<file path="src/rtl/instr_fetch_unit_if.sv">
// Fetch-unit bus: control FSM handshake, PC unit hookup, memory read port and IR results.
// slave is the fetch unit's view; master is the surrounding datapath's view.
interface instr_fetch_unit_if #(
    parameter int WIDTH = 16
);
    logic             Fetch_Start;
    logic             Flush;
    logic [WIDTH-1:0] PC_In;
    logic [WIDTH-1:0] Mem_Rdata;
    logic             Mem_Ready;
    logic             LD_PC;
    logic [1:0]       Sel_PC;
    logic             Mem_Req;
    logic [WIDTH-1:0] Mem_Addr;
    logic [WIDTH-1:0] IR_Out;
    logic [WIDTH-1:0] Fetched_PC;
    logic             Fetch_Done;
    logic             Busy;
    logic             Fetch_Err;

    modport slave (
        input  Fetch_Start, Flush, PC_In, Mem_Rdata, Mem_Ready,
        output LD_PC, Sel_PC, Mem_Req, Mem_Addr, IR_Out, Fetched_PC,
               Fetch_Done, Busy, Fetch_Err
    );

    modport master (
        output Fetch_Start, Flush, PC_In, Mem_Rdata, Mem_Ready,
        input  LD_PC, Sel_PC, Mem_Req, Mem_Addr, IR_Out, Fetched_PC,
               Fetch_Done, Busy, Fetch_Err
    );
endinterface

</file>
<file path="src/rtl/instr_fetch_unit.sv">
// SLC-3 instruction fetch sequencer: latch PC into MAR, bump the PC, run a
// variable-latency memory read into IR, with flush and optional timeout.
module instr_fetch_unit #(
    parameter int WIDTH   = 16,
    parameter int TIMEOUT = 15
) (
    input logic               Clk,
    input logic               Reset,
    instr_fetch_unit_if.slave bus
);
    localparam int CW = (TIMEOUT > 0) ? $clog2(TIMEOUT + 1) : 1;
    localparam logic [CW:0] TO_LIMIT = TIMEOUT[CW:0];

    typedef enum logic [1:0] {
        S_IDLE,
        S_REQ,
        S_DONE
    } state_t;

    state_t           state;
    logic [WIDTH-1:0] mar;
    logic [WIDTH-1:0] ir_q;
    logic [WIDTH-1:0] fpc_q;
    logic [CW-1:0]    wait_cnt;
    logic             mem_req_q;
    logic             done_q;
    logic             busy_q;
    logic             err_q;

    logic             accept;
    logic [CW:0]      wait_next;
    logic             timeout_hit;

    // LD_PC must fire in the accept cycle itself so the PC increments on the same edge
    assign accept = (state == S_IDLE) && bus.Fetch_Start && !bus.Flush;

    always_comb begin
        wait_next   = {1'b0, wait_cnt} + {{CW{1'b0}}, 1'b1};
        timeout_hit = (TIMEOUT != 0) && (wait_next >= TO_LIMIT);
    end

    always_ff @(posedge Clk or posedge Reset) begin
        if (Reset) begin
            state     <= S_IDLE;
            mar       <= '0;
            ir_q      <= '0;
            fpc_q     <= '0;
            wait_cnt  <= '0;
            mem_req_q <= 1'b0;
            done_q    <= 1'b0;
            busy_q    <= 1'b0;
            err_q     <= 1'b0;
        end else begin
            unique case (state)
                S_IDLE: begin
                    done_q <= 1'b0;
                    if (accept) begin
                        mar       <= bus.PC_In;
                        wait_cnt  <= '0;
                        err_q     <= 1'b0;
                        mem_req_q <= 1'b1;
                        busy_q    <= 1'b1;
                        state     <= S_REQ;
                    end
                end
                S_REQ: begin
                    // priority: flush, then read completion, then timeout
                    if (bus.Flush) begin
                        mem_req_q <= 1'b0;
                        busy_q    <= 1'b0;
                        state     <= S_IDLE;
                    end else if (bus.Mem_Ready) begin
                        ir_q      <= bus.Mem_Rdata;
                        fpc_q     <= mar;
                        mem_req_q <= 1'b0;
                        done_q    <= 1'b1;
                        state     <= S_DONE;
                    end else if (timeout_hit) begin
                        err_q     <= 1'b1;
                        mem_req_q <= 1'b0;
                        busy_q    <= 1'b0;
                        state     <= S_IDLE;
                    end else if (wait_cnt != '1) begin
                        wait_cnt <= wait_next[CW-1:0];
                    end
                end
                S_DONE: begin
                    done_q <= 1'b0;
                    busy_q <= 1'b0;
                    state  <= S_IDLE;
                end
                default: begin
                    mem_req_q <= 1'b0;
                    done_q    <= 1'b0;
                    busy_q    <= 1'b0;
                    state     <= S_IDLE;
                end
            endcase
        end
    end

    assign bus.LD_PC      = accept;
    assign bus.Sel_PC     = accept ? 2'b00 : 2'b11;
    assign bus.Mem_Req    = mem_req_q;
    assign bus.Mem_Addr   = mar;
    assign bus.IR_Out     = ir_q;
    assign bus.Fetched_PC = fpc_q;
    assign bus.Fetch_Done = done_q;
    assign bus.Busy       = busy_q;
    assign bus.Fetch_Err  = err_q;
endmodule
</file>
<file path="src/flat_wrapper.sv">
// flat-port wrapper written by rule: the top's interface ports become plain ports
module instr_fetch_unit_flat 
#(
    parameter int WIDTH   = 16,
    parameter int TIMEOUT = 15
)
  (Clk, Reset, bus_Fetch_Start, bus_Flush, bus_PC_In, bus_Mem_Rdata, bus_Mem_Ready, bus_LD_PC, bus_Sel_PC, bus_Mem_Req, bus_Mem_Addr, bus_IR_Out, bus_Fetched_PC, bus_Fetch_Done, bus_Busy, bus_Fetch_Err);
  instr_fetch_unit_if #(.WIDTH(WIDTH)) bus_i ();
  input logic Clk;
  input logic Reset;
  input wire logic [$bits(bus_i.Fetch_Start)-1:0] bus_Fetch_Start;
  input wire logic [$bits(bus_i.Flush)-1:0] bus_Flush;
  input wire logic [$bits(bus_i.PC_In)-1:0] bus_PC_In;
  input wire logic [$bits(bus_i.Mem_Rdata)-1:0] bus_Mem_Rdata;
  input wire logic [$bits(bus_i.Mem_Ready)-1:0] bus_Mem_Ready;
  output wire logic [$bits(bus_i.LD_PC)-1:0] bus_LD_PC;
  output wire logic [$bits(bus_i.Sel_PC)-1:0] bus_Sel_PC;
  output wire logic [$bits(bus_i.Mem_Req)-1:0] bus_Mem_Req;
  output wire logic [$bits(bus_i.Mem_Addr)-1:0] bus_Mem_Addr;
  output wire logic [$bits(bus_i.IR_Out)-1:0] bus_IR_Out;
  output wire logic [$bits(bus_i.Fetched_PC)-1:0] bus_Fetched_PC;
  output wire logic [$bits(bus_i.Fetch_Done)-1:0] bus_Fetch_Done;
  output wire logic [$bits(bus_i.Busy)-1:0] bus_Busy;
  output wire logic [$bits(bus_i.Fetch_Err)-1:0] bus_Fetch_Err;
  assign bus_i.Fetch_Start = bus_Fetch_Start;
  assign bus_i.Flush = bus_Flush;
  assign bus_i.PC_In = bus_PC_In;
  assign bus_i.Mem_Rdata = bus_Mem_Rdata;
  assign bus_i.Mem_Ready = bus_Mem_Ready;
  assign bus_LD_PC = bus_i.LD_PC;
  assign bus_Sel_PC = bus_i.Sel_PC;
  assign bus_Mem_Req = bus_i.Mem_Req;
  assign bus_Mem_Addr = bus_i.Mem_Addr;
  assign bus_IR_Out = bus_i.IR_Out;
  assign bus_Fetched_PC = bus_i.Fetched_PC;
  assign bus_Fetch_Done = bus_i.Fetch_Done;
  assign bus_Busy = bus_i.Busy;
  assign bus_Fetch_Err = bus_i.Fetch_Err;
  instr_fetch_unit #(.WIDTH(WIDTH), .TIMEOUT(TIMEOUT)) u_core (.Clk(Clk), .Reset(Reset), .bus(bus_i));
endmodule
</file>
<file path="config.mk">
export PLATFORM = sky130hd
export DESIGN_NAME = instr_fetch_unit_flat
export DESIGN_NICKNAME = d
export VERILOG_FILES = /design/src/rtl/instr_fetch_unit_if.sv /design/src/rtl/instr_fetch_unit.sv /design/src/flat_wrapper.sv
export SDC_FILE = /design/constraint.sdc
export NUM_CORES = 1
export LEC_CHECK = 0
export ABC_AREA = 1
export BUFFER_PORTS_ARGS = -buffer_cell sky130_fd_sc_hd__buf_4
export CAP_MARGIN = 0
export CORE_UTILIZATION = 50
export CTS_BUF_LIST = sky130_fd_sc_hd__clkbuf_2 sky130_fd_sc_hd__clkbuf_4 sky130_fd_sc_hd__clkbuf_8
export CTS_CLUSTER_DIAMETER = 60
export DETAILED_ROUTE_END_ITERATION = 8
export MAX_ROUTING_LAYER = met4
export PLACE_DENSITY = 0.82
export SKIP_LAST_GASP = 1
export SLEW_MARGIN = 20
export SYNTH_ARGS = -nofsm -noshare
export SYNTH_HDL_FRONTEND = slang
export SYNTH_SLANG_ARGS = --single-unit
</file>
<file path="constraint.sdc">
create_clock -name Clk -period 2 [get_ports Clk]
set_input_delay 0.2 -clock Clk [delete_from_list [all_inputs] [get_ports Clk]]
set_output_delay 0.2 -clock Clk [all_outputs]
set_load 0.01 [all_outputs]
</file>
==> results.md <==
Setup path:
- The data arrival time of the critical path is 1.59 ns.
- The slowest cell on the critical path is dfrtp_1.
- Of all nets on the critical path, the largest fanout is 16.
- STA classifies the critical path startpoint as a flop.
- The largest single stage delay on the critical path is 0.41 ns.
- Measured in cells, the most critical reg-to-reg path has a length of 10.
- The worst register-to-register path has a setup slack of 0.44 ns.
- Traced cell by cell, the critical path runs through nor2_1 > nand3_1 > inv_1 > buf_4.
- Following the worst setup path forward leads to its endpoint at bus_LD_PC.
- Counting buffers and inverters, the worst setup path is 4 cells deep.
- The source of the worst register-to-register timing path is u_core.wait_cnt[0].
- Grouping stages by cell kind, the critical path spends the most delay in buffers and inverters.
- STA classifies the critical path endpoint as an output pin.
- The endpoint of the worst register-to-register path is u_core.bus.Mem_Req.
- Tracing the worst setup path back leads to its startpoint at u_core.state[0].
- The critical path contains buffers and inverters numbering 2 combined.
- For the worst setup path, the data required time is 1.80 ns.
- The type of the worst setup path is flop to output pin.

Drt:
- The mean routed wirelength per cell is 12.4 microns.
- Dividing the detail-routed via count by the number of cells gives 4.78.
- The count of unresolved DRC violations after routing is 0.
- The routed design has 5.19 mm of wire.
- The number of vias after detailed routing is 1995.
- After the first detailed-routing iteration, the DRC count stood at 122.
- The first-pass detailed-route iteration total is 4.
- The count of nets left with antenna violations once routing finished came out at 0.

Final layout:
- From synthesis to final layout, the design area changed by 38.4%.
- After the flow finishes, the layout carries non-filler instances totaling 417.
- The ratio of cells with drive above 1 in the final layout is 32.1%.
- For this run, the share of the core covered by cells in the final layout is 73.2%.
- The net count of the finished layout is 399.
- The post-route cell area is 3230 sq um.
- The number of antenna cells inserted is 0.

Status:
- The run finished with clean final reports.

Logic synthesis:
- The primary flip-flop cell chosen by synthesis mapping is dfrtp_1.
- In this run, synthesis inferred 0 flip-flops with an integrated enable.
- The number of warnings issued by yosys is 0.
- Counting every instance in the synthesized netlist gives 264.
- The number of nets in the synthesized netlist is 303.
- In the synthesized netlist, the cells that appear most often are nand2_1, dfrtp_1, inv_1.
- Ranked by total cell area, the synthesized netlist is headed by dfrtp_1, nand2_1, inv_1, nand3_1, buf_6.
- The synthesized design contains 58 register bits.
- The average instance in the mapped netlist occupies 8.84 sq um.
- For this run, asynchronously set or reset flops after synthesis account for 100%.
- Yosys mapped the design onto 18 distinct sky130hd cell types.
- Summing the sequential cell areas from Yosys gives 62.2% of the chip area.
- In this run the biggest area consumer among cell types represents 62.2% of the synthesized area.
- The biggest area contributor in the post-synthesis netlist is dfrtp_1.
- The cell area that synthesis handed to floorplanning was 2330 sq um.
- The most common cell in the netlist is nand2_1.

Die:
- 92 I/O pins were placed.
- The site row count is 24.
- Measured along the y axis, the die boundary spans 70.3 microns.
- The effective utilization at floorplan is 52.9%.
- From left edge to right edge, the die measures 70.3 microns.
- The die area is 4940 sq um.
- The region available for standard cell placement spans 4410 sq um.

Global route:
- The initial antenna violation count is 0.
- The first global-routing pass estimated 8.51 mm of wire.
- Global routing consumed, over all layers together, 23.2% of the routing resources.
- The number of global-route vias before repair is 1877.
- The overall overflow remaining after global route is 0.
- Entering global routing, the biggest net connects 50 pins.

Clock tree:
- The H-tree depth is 3.
- The buffer count from post-CTS setup fixing is 0.
- The clock reaches the later pin of the worst-skew pair after 0.32 ns.
- The TritonCTS clock tree is done.
- Buffers inserted during clock tree synthesis total 9.
- Counting every sink on the clock net gives 58.
- The clock root buffer master is clkbuf_8.
- The clock transition at the registers of the reported paths is 0.06 ns.
- The post-CTS resize count is 0.
- The clock passes through at most 2 buffers.

Power and ir drop:
- IR analysis of the VDD net gives a maximum drop of 633 uV.
- The internal power is 2.45 mW.
- The analysis attributes to net switching a power of 1.03 mW.
- Summed over all cells, the static leakage comes to 1.84 nW.
- Of the total power, combinational logic draws 27.0%.
- The clock network burns 26.7% of the power.
- In this run switching power makes up 29.6% of total power.
- Registers are responsible for 46.3% of the overall power.
- Dividing total power by cell area gives a power density of 1080 nW/um^2.

Timing:
- The upper clock frequency limit is 0.559 GHz.
- The total negative setup slack is 0 ns.
- The final-layout worst hold slack is 0.0677 ns.
- Setup repair after global routing left no endpoint under its margin.
- The final number of setup-violating endpoints is 0.
- The number of hold-slack violations in the final timing report is 0.
- After layout, the worst path uses 89.5% of the clock period.
- The slew at the pin closest to its max-slew limit is 0.496 ns.
- The clock arrives with 0.00412 ns of skew.
- The time the worst path needs with I/O delays and setup is 1.79 ns.
- The number of pins with negative max-slew slack in the final report is 0.
- Measured against its own limit, the worst slew margin works out to 66.9%.

Placement:
- The placed instance area is 3040 sq um.
- After detailed placement, the design holds a cell count of 400.
- The count of buffers from port buffering is 91.
- The congestion estimate from routability-driven global placement came to 0.744.
- The detailed-placement wirelength estimate is 3.67 mm.

Run:
- The max-capacitance violation count is 0.

Min path:
- The number of cells traversed by the worst hold path is 3.
- The classification of the worst-slack hold path is input pin to flop.
==> registers in the layout (all words and copies together) (netlist names) <==
register	cells
u_core.state	2
u_core.bus.Mem_Req	1
u_core.bus.Fetch_Err	1
u_core.bus.Fetch_Done	1
u_core.bus.Busy	1
u_core.bus.Fetched_PC	16
u_core.bus.Mem_Addr	16
u_core.bus.IR_Out	16
u_core.wait_cnt	4
==> repair_timing <==
item	4_1_cts	5_1_grt
setup endpoints to repair	0	0
hold buffers	1	0
hold endpoints to repair	9	0
==> worst min path at each step <==
stage | slack (ns) | endpoint | from
final | 0.07 | u_core.bus.IR_Out[1] | bus_Mem_Rdata[1]
after global routing | 0.07 | u_core.bus.IR_Out[1] | bus_Mem_Rdata[1]
after CTS | 0.05 | u_core.bus.IR_Out[1] | bus_Mem_Rdata[1]
after detailed placement | 0.14 | u_core.bus.IR_Out[1] | Reset
after global placement | 0.14 | u_core.bus.IR_Out[15] | Reset
after floorplan | 0.31 | u_core.bus.IR_Out[0] | bus_Mem_Rdata[0]
==> placed cells by master (no fill, tap or decap) <==
| cell | count |
|---|---|
| ha_1 | 2 |
| o21ai_0 | 8 |
| or2_0 | 1 |
| nor2_1 | 5 |
| nand2_1 | 143 |
| clkbuf_8 | 10 |
| nor3_2 | 1 |
| buf_12 | 1 |
| nand4_1 | 1 |
| dfrtp_1 | 58 |
| nand3_1 | 10 |
| dlygate4sd3_1 | 1 |
| clkinv_2 | 3 |
| nand3_2 | 1 |
| inv_1 | 14 |
| clkbuf_4 | 3 |
| a21oi_1 | 1 |
| inv_2 | 2 |
| nor2_2 | 1 |
| o21ai_1 | 4 |
| buf_4 | 95 |
==> per-stage QoR <==
| stage | setup slack [ns] | total power [mW] |
|---|---|---|
| 6_report | 0.210 | 3.48 |
| 5_1_grt | 0.122 | 3.69 |
| 4_1_cts | 0.185 | 3.52 |
| 3_5_place_dp | 0.450 | 2.58 |
| 3_3_place_gp | 0.480 | 2.54 |
| 2_1_floorplan | 0.372 | 2.02 |
==> power by group through the flow <==
stage               sequential [mW]  combinational, mW  clock (mW)
detailed placement             1.62              0.953           0
finish                         1.61              0.940       0.928
CTS                            1.61              0.956       0.955
global route                   1.64               1.04        1.01
global placement               1.61              0.922           0
floorplan                      1.73              0.286           0
==> routing by layer <==
layer / global-route usage, % / wire length [microns] / vias up / part of all wire (%)
met5: - / 0 / - / 0
li1: - / - / 999 / -
met3: 5.34 / 368 / 7 / 7.1
met4: 10.0 / 60 / 0 / 1.2
met1: 28.2 / 2280 / 911 / 44
met2: 37.4 / 2480 / 78 / 48
==> cell families (layout without fill, tap and decap cells) <==
kind of cell | count (synthesis) | in the layout | share of synthesized area, %
buffers and inverters | 28 | 129 | 6.33
flip-flops | 58 | 58 | 62.2
adder cells (fa/ha/maj) | 2 | 2 | 1.07
AND/OR/NAND/NOR | 163 | 163 | 27.6
AO/OA/AOI/OAI | 13 | 13 | 2.79
==> worst reg2reg max path, cell delays in order, from the launching register on <==
cell     delay (ns)
dfrtp_1        0.44
inv_1          0.07
ha_1           0.30
nor2_1         0.09
nor2_1         0.04
nor2_1         0.07
nand2_1        0.09
nand3_2        0.17
nand2_1        0.07
nand2_1        0.06
nand2_1        0.04
==> area by class of cell <==
cell class / instances / area (sq um)
fill: 340 / 1180
sequential: 58 / 1450
clock buffer: 13 / 160
tap: 52 / 65.1
timing repair buffer: 97 / 743
inverter: 16 / 60.1
clock inverter: 3 / 15.0
multi-input combinational: 178 / 734
Note: power is estimated with default switching activity, not from simulation.
